## src/rtl/key_dispenser.sv

```systemverilog
// Key dispenser for the RC4 key-search datapath. It hands out 24-bit keys
// round-robin to the requesting cores and latches the first match or keyspace exhaustion.
module key_dispenser #(
    parameter int          NUM_CORES = 4,
    parameter logic [23:0] KEY_START = 24'h000000,
    parameter logic [23:0] KEY_MAX   = 24'hFFFFFF
) (
    input  logic                 clk,
    input  logic                 reset_n,
    input  logic                 start,
    input  logic [NUM_CORES-1:0] req,
    input  logic [NUM_CORES-1:0] miss,
    input  logic [NUM_CORES-1:0] found,
    output logic [NUM_CORES-1:0] gnt,
    output logic [23:0]          key_out,
    output logic                 busy,
    output logic                 match_found,
    output logic                 all_keys_checked,
    output logic [23:0]          winning_key,
    output logic [2:0]           winning_core
);

    typedef enum logic [1:0] {IDLE, DISPENSE, DRAIN, DONE} state_t;

    state_t               state, state_nxt;
    logic [24:0]          next_key;
    logic [NUM_CORES-1:0] outstanding;
    logic [2:0]           rr_ptr;
    logic [23:0]          held_key [NUM_CORES];

    logic [NUM_CORES-1:0] eligible, found_ok, gnt_mask;
    logic [7:0]           elig8;
    logic [2:0]           cand, grant_idx, found_idx;
    logic [23:0]          found_key;
    logic                 grant_ok, found_hit;
    logic                 do_start, do_grant, do_match, do_exhaust;

    assign eligible = req & ~outstanding;
    assign elig8    = 8'(eligible);
    assign found_ok = found & outstanding & {NUM_CORES{(state == DISPENSE) || (state == DRAIN)}};
    assign busy     = (state == DISPENSE) || (state == DRAIN);

    // Round-robin search starting at rr_ptr.
    always_comb begin
        grant_ok  = 1'b0;
        grant_idx = 3'd0;
        cand      = 3'd0;
        for (int k = 0; k < NUM_CORES; k++) begin
            cand = 3'((int'(rr_ptr) + k) % NUM_CORES);
            if (!grant_ok && elig8[cand]) begin
                grant_ok  = 1'b1;
                grant_idx = cand;
            end
        end
        for (int i = 0; i < NUM_CORES; i++) begin
            gnt_mask[i] = grant_ok && (grant_idx == 3'(i));
        end
    end

    // Descending scan so the lowest-indexed reporting core wins.
    always_comb begin
        found_hit = 1'b0;
        found_idx = 3'd0;
        found_key = 24'd0;
        for (int i = NUM_CORES - 1; i >= 0; i--) begin
            if (found_ok[i]) begin
                found_hit = 1'b1;
                found_idx = 3'(i);
                found_key = held_key[i];
            end
        end
    end

    always_ff @(posedge clk or negedge reset_n) begin
        if (!reset_n) begin
            state <= IDLE;
        end else begin
            state <= state_nxt;
        end
    end

    always_comb begin
        state_nxt  = state;
        do_start   = 1'b0;
        do_grant   = 1'b0;
        do_match   = 1'b0;
        do_exhaust = 1'b0;
        case (state)
            IDLE, DONE: begin
                if (start) begin
                    do_start  = 1'b1;
                    state_nxt = DISPENSE;
                end
            end
            DISPENSE: begin
                if (found_hit) begin
                    do_match  = 1'b1;
                    state_nxt = DONE;
                end else if (grant_ok) begin
                    do_grant = 1'b1;
                    if (next_key == {1'b0, KEY_MAX}) begin
                        state_nxt = DRAIN;
                    end
                end
            end
            DRAIN: begin
                if (found_hit) begin
                    do_match  = 1'b1;
                    state_nxt = DONE;
                end else if (outstanding == '0) begin
                    do_exhaust = 1'b1;
                    state_nxt  = DONE;
                end
            end
            default: state_nxt = IDLE;
        endcase
    end

    always_ff @(posedge clk or negedge reset_n) begin
        if (!reset_n) begin
            gnt              <= '0;
            key_out          <= 24'd0;
            match_found      <= 1'b0;
            all_keys_checked <= 1'b0;
            winning_key      <= 24'd0;
            winning_core     <= 3'd0;
            next_key         <= {1'b0, KEY_START};
            outstanding      <= '0;
            rr_ptr           <= 3'd0;
            for (int i = 0; i < NUM_CORES; i++) begin
                held_key[i] <= 24'd0;
            end
        end else begin
            gnt     <= '0;
            key_out <= 24'd0;
            if (do_start) begin
                next_key         <= {1'b0, KEY_START};
                outstanding      <= '0;
                rr_ptr           <= 3'd0;
                match_found      <= 1'b0;
                all_keys_checked <= 1'b0;
            end else begin
                // Grant only targets cores with a clear bit, so set and clear never collide.
                outstanding <= (outstanding & ~miss) | gnt_mask & {NUM_CORES{do_grant}};
                if (do_grant) begin
                    gnt      <= gnt_mask;
                    key_out  <= next_key[23:0];
                    next_key <= next_key + 25'd1;
                    rr_ptr   <= (grant_idx == 3'(NUM_CORES - 1)) ? 3'd0 : grant_idx + 3'd1;
                    for (int i = 0; i < NUM_CORES; i++) begin
                        if (gnt_mask[i]) begin
                            held_key[i] <= next_key[23:0];
                        end
                    end
                end
                if (do_match) begin
                    match_found  <= 1'b1;
                    winning_key  <= found_key;
                    winning_core <= found_idx;
                end
                if (do_exhaust) begin
                    all_keys_checked <= 1'b1;
                end
            end
        end
    end

endmodule

```

## config.mk

```make
export PLATFORM = sky130hd
export DESIGN_NAME = key_dispenser
export DESIGN_NICKNAME = d
export VERILOG_FILES = /design/src/rtl/key_dispenser.sv
export SDC_FILE = /design/constraint.sdc
export NUM_CORES = 1
export LEC_CHECK = 0
export BUFFER_PORTS_ARGS = -buffer_cell sky130_fd_sc_hd__buf_4
export CAP_MARGIN = 30
export CORE_ASPECT_RATIO = 0.75
export CORE_UTILIZATION = 55
export CTS_CLUSTER_SIZE = 24
export DETAILED_ROUTE_END_ITERATION = 10
export GPL_ROUTABILITY_DRIVEN = 0
export PLACE_DENSITY = 0.77
export SLEW_MARGIN = 20
export SYNTH_ARGS = -nofsm -noshare
export SYNTH_HDL_FRONTEND = slang
export SYNTH_SLANG_ARGS = --single-unit
```

## constraint.sdc

```tcl
create_clock -name clk -period 2.7 [get_ports clk]
set_clock_uncertainty 0.1 [all_clocks]
set_input_delay 0.405 -clock clk [delete_from_list [all_inputs] [get_ports clk]]
set_output_delay 0.405 -clock clk [all_outputs]
set_load 0.01 [all_outputs]
```

[After elaboration in Yosys (flattened, before gate mapping)]
Index checks and enable logic that the tools add are counted.
Word-level totals
  flip-flop bits (word level): 186
  input port bits: 15
  output and inout port bits: 58
Cells by class
  $add $sub $neg: 5
  $lt $le $gt $ge: 4
  eq/ne operators: 11
  multiplexer cells: 59
  bitwise operators: 12
  reductions and logical operators: 28
Operators with widths (number)
  $mux 24: 6
  $mux 25: 2
  $mux 1: 26
  $add 25x1->25 const B: 1
  $eq 25x24->1 const B: 1
  $mux 2: 11
  $and 4x4->4: 5
  $mux 3: 6
  $lt 3x4->1 const B: 3
  $mux 4: 3
  $reduce_and 3->1: 4
  $reduce_or 2->1: 5
  $bmux 1 s3: 3
  $not 4->4: 2
  $logic_and 1x1->1: 7
  $eq 3x2->1 const B: 2
  $ne 3x2->1 const B: 2
  $pmux 2 s3: 1
  $reduce_bool 2->1: 3
  $add 2x1->2 const B: 2
  $add 2x2->2 const B: 2
  $eq 2x2->1 const B: 2
  $logic_not 4->1: 1
  $lt 2x4->1 const B: 1
  14 further kinds: 18

[Logic depth before layout (Yosys ltp)]
  word-level depth: 20
  depth in mapped cells: 11

[Least setup slack after synthesis]
Ideal clock, no wire load.
  path kind: in2reg
  from: in req[1]
  to: reg held_key[28] (netlist bit)
  library setup time: 0.125 ns
  data arrival time: 2.085 ns
  data required time: 2.475 ns
  slack: 0.390 ns
  stages on the path: 11
  buffers on the path: 3
  path through: nor2b_1 buf_6 o22a_1 o22ai_1 a21oi_1 inv_1 ha_1 and2_1 buf_6 buf_6 mux2_4
Between the ends
  cells in the longest elaborated chain, start to end: 17
  elaborated cells between the ends (all ways): 29
Ends and longest elaborated chain
  from (decl): line 11  | input logic [NUM_CORES-1:0] req,
  $and 4x4->4 (*): line 38  | assign eligible = req & ~outstanding;
  $bmux 1 s2: line 50  | if (!grant_ok && elig8[cand]) begin
  $mux 1 (implied by the code): line 50
  $mux 1: line 50
  $logic_not 1->1: line 50
  $logic_and 1x1->1: line 50
  $mux 1: line 50
  $logic_not 1->1: line 50
  $logic_and 1x1->1: line 50
  $mux 1: line 50
  $logic_not 1->1: line 50
  $logic_and 1x1->1: line 50
  $mux 1: line 50
  $mux 1: line 99  | end else if (grant_ok) begin
  $mux 1: line 96  | if (found_hit) begin
  $mux 1: line 88  | case (state)
  $reduce_and 3->1 (no source line) (*)
  to (signal, indexed assignment): line 152  | held_key[i] <= next_key[23:0];
  to (decl): line 29  | logic [23:0] held_key [NUM_CORES];
Mark *: on every way between the ends. The rest lies on a longest branch, timed or not. The select of a mux whose other input is x is not followed.
A chain may end at the register's enable or synchronous reset.

[Worst setup path after layout]
  from: reg state[0]
  to: reg held_key[2] (netlist bit)
Between the ends
  cells in the longest elaborated chain, start to end: 10
  elaborated cells between the ends (all ways): 16
Ends and longest elaborated chain
  from (decl): line 25  | state_t state, state_nxt;
  from (signal assigned): line 78  | state <= state_nxt;
  $eq 2x1->1 or $eq 2x2->1 (tied branches): line 40, 88
  $logic_or 1x1->1: line 40  | assign found_ok = found & outstanding & {NUM_CORES{(state == DISPENSE) || (state == DRAIN)}};
  $and 4x4->4: line 40
  $mux 1 (4 in series): line 66  | if (found_ok[i]) begin
  $mux 1: line 96
  $mux 1: line 88
  $reduce_and 3->1 (no source line) (*)
Mark *: on every way between the ends. The rest lies on a longest branch, timed or not.

==> results.json <==
{
  "run_status": "complete, no violations",
  "cts.sinks": 185,
  "synth_edf_count": 0,
  "final_hold_viol_count": 0,
  "tritoncts.num_buffers": 17,
  "final.min_clock_period_ns": 2.551,
  "yosysMostFrequentCell": "dfrtp_1",
  "drt_first_iter_violations": 376,
  "tightest_slew_ns": 0.5378,
  "totalNegativeSetupSlack_ns": 0,
  "hpwlAfterDp_um": 12050,
  "post-synth-top-area-cell": "dfrtp_1",
  "synth_flop_cell": "dfrtp_1",
  "crit_fanout": 25,
  "syn_avg_cell_area_um2": 12.79,
  "synth.cells.most_frequent": "185 x dfrtp_1, 76 x mux2_4, 44 x nand2_1",
  "worst-endpoint-arrival_ns": 2.76,
  "remaining_drc_errors": 0,
  "synth_cell_types": 53,
  "finalInstanceArea_um2": 9585,
  "required_ns": 2.91,
  "post_drt_wl_per_cell_um": 20.07,
  "critPathLaunchType": "flop",
  "globalRouteOverflowTotal": 0,
  "cts_root_buf": "clkbuf_16",
  "min_path_type": "in -> reg",
  "ant_nets": 0,
  "groute.usage.overall": 0.2615,
  "cts-root-to-sink-buffers": 2,
  "netlist_top_cells_area": "dfrtp_1 56%, mux2_4 14%, mux2_2 2.7%",
  "syn-instance-count": 649,
  "io_buffers": 71,
  "insertion_delay_ns": 0.43,
  "finalMaxSlewViolations": 0,
  "antenna_cells_inserted": 0,
  "maxCapViolCount": 0,
  "areaGrowthSynthToFinish_pct": 15.46,
  "fmax_ghz": 0.3921,
  "finalCritPeriodShare": 0.9447,
  "share_of_final_layout_standard_cells_stronger_than_drive_strength_1": 0.3186,
  "num_rows": 38,
  "first_pass_detailed_route_iteration_total": 4,
  "vias_per_cell": 5.970,
  "initial_utilization": 0.5687,
  "cts.htree.levels": 4,
  "power_mw": 8.515,
  "power_density_nw_per_um2": 888.4,
  "worstHoldStart": "miss[0]",
  "irDropWorstVdd_mv": 0.5368,
  "clkTransAtPathRegs_ns": 0.06,
  "num_vias": 5522,
  "finalSetupViolations": 0,
  "die_x_um": 143.9,
  "die-area_um2": 15590,
  "yosys_register_bits": 185,
  "timing_worst_setup_path_type": "reg -> reg",
  "synth_top_area_share": 0.5576,
  "routed_wl_um": 18570,
  "pin_count_of_the_biggest_net_entering_global_routing": 53,
  "antenna_found_initial": 0,
  "dpl-instance-area_um2": 9047,
  "first_global_vias": 5603,
  "cts.repair_timing.setup_buffer_count": 0,
  "slew_headroom": 0.6381,
  "synth_sequential_area_ratio": 0.5576,
  "core-area_um2": 14600,
  "worstSetupEndpointType": "flop",
  "netlist_area_um2": 8302,
  "final_net_count": 735,
  "p_leak_nw": 4.557,
  "grt_first_pass_wirelength_um": 30270,
  "timing.rr.start": "state[0]",
  "yosysWarningCount": 0,
  "startpoint": "state[0]",
  "synth_async_sr_flop_share": 1.000,
  "dieHeight_um": 108.4,
  "rsz_0062_raised_after_global_routing": "no",
  "io-pin-count": 73,
  "tritoncts": "built",
  "postSynthNetCount": 671
}
-- power breakdown --
part           switching (mW)  internal (mW)
clock                    1.06           1.18
sequential              0.263           3.15
combinational            1.67           1.19
total                    2.99           5.53
-- repair_timing --
action | 4_1_cts | 5_1_grt
hold endpoints to repair | 48 | 0
resized for setup | 0 | 0
hold buffers | 1 | 0
-- registers in the layout, indices dropped and copies added (netlist names) --
register	count
match_found	1
rr_ptr	2
held_key	96
outstanding	4
winning_core	2
next_key	25
gnt	4
winning_key	24
key_out	24
state	2
all_keys_checked	1
-- worst max-delay path, stage by stage, from the launching register on --
cell     delay [ns]
dfrtp_1        0.36
inv_1          0.06
ha_1           0.37
and2_1         0.19
nor3_2         0.47
and2_1         0.26
buf_12         0.22
mux2_2         0.36
-- final timing paths --
path                       cells after the start         endpoint  slack [ns]
setup / recovery                               7      held_key[2]        0.15
hold / removal                                 4   outstanding[0]        0.19
setup reg to reg                               7      held_key[2]        0.15
hold reg to reg                                2  winning_key[17]        0.38
max in group asynchronous                      3     held_key[87]        1.37
min in group asynchronous                      2     held_key[58]        0.39
-- through the flow --
step                cells  hold WS, ns  setup WS [ns]  utilization
finish                925       0.1876         0.1493       0.6567
global route          925       0.2058        0.05707       0.6567
CTS                   925       0.1737         0.1453       0.6567
detailed placement    893       0.2939         0.1528       0.6198
global placement      893       0.2839         0.2235       0.6198
floorplan             649     0.009409         0.3901            -
-- area by class of cell --
class	count	area, um2
Clock inverter	12	95.09
Inverter	7	26.28
Fill cell	1034	5011
Tap cell	200	250.2
Clock buffer	19	432.9
Timing Repair Buffer	95	807.0
Sequential cell	185	4629
Multi-Input combinational cell	407	3344
-- cells in the final DEF, fill, tap and decap left out, types with 3 or more instances in the layout --
master	instances
a211oi_1	3
a21oi_1	15
a221oi_1	24
and2_1	29
and4_1	5
buf_12	7
buf_4	86
clkbuf_16	17
clkinv_2	3
clkinv_4	3
clkinvlp_4	3
dfrtp_1	185
ha_1	7
inv_1	7
mux2_2	20
mux2_4	76
mux2i_1	3
nand2_1	44
nand2b_1	6
nand3_1	7
nand4_1	9
nor2_1	33
nor2b_1	6
nor4_1	8
o21ai_0	28
o22ai_1	26
o31ai_1	5
or3_1	3
or4_1	8
xnor2_1	8
xor2_1	5
-- cells by family after synthesis --
kind of cell	after synthesis	synth area share
and+or+nand+nor	170	0.1096
xor gates and xnor gates	13	0.01372
buffers and inverters	57	0.04054
AOI/OAI and AO/OA	117	0.09932
muxes	99	0.1682
DFF	185	0.5576
other	1	0.0004517
adders and majority gates	7	0.01055
-- layer usage --
metal,global-route usage,vias to the layer above,wire length [um]
li1,-,2472,-
met1,0.3847,2826,8878
met2,0.3872,198,8394
met3,0.04827,26,1010
met4,0.09422,0,284
met5,0,-,0
Power figures use the tool's default switching activity.
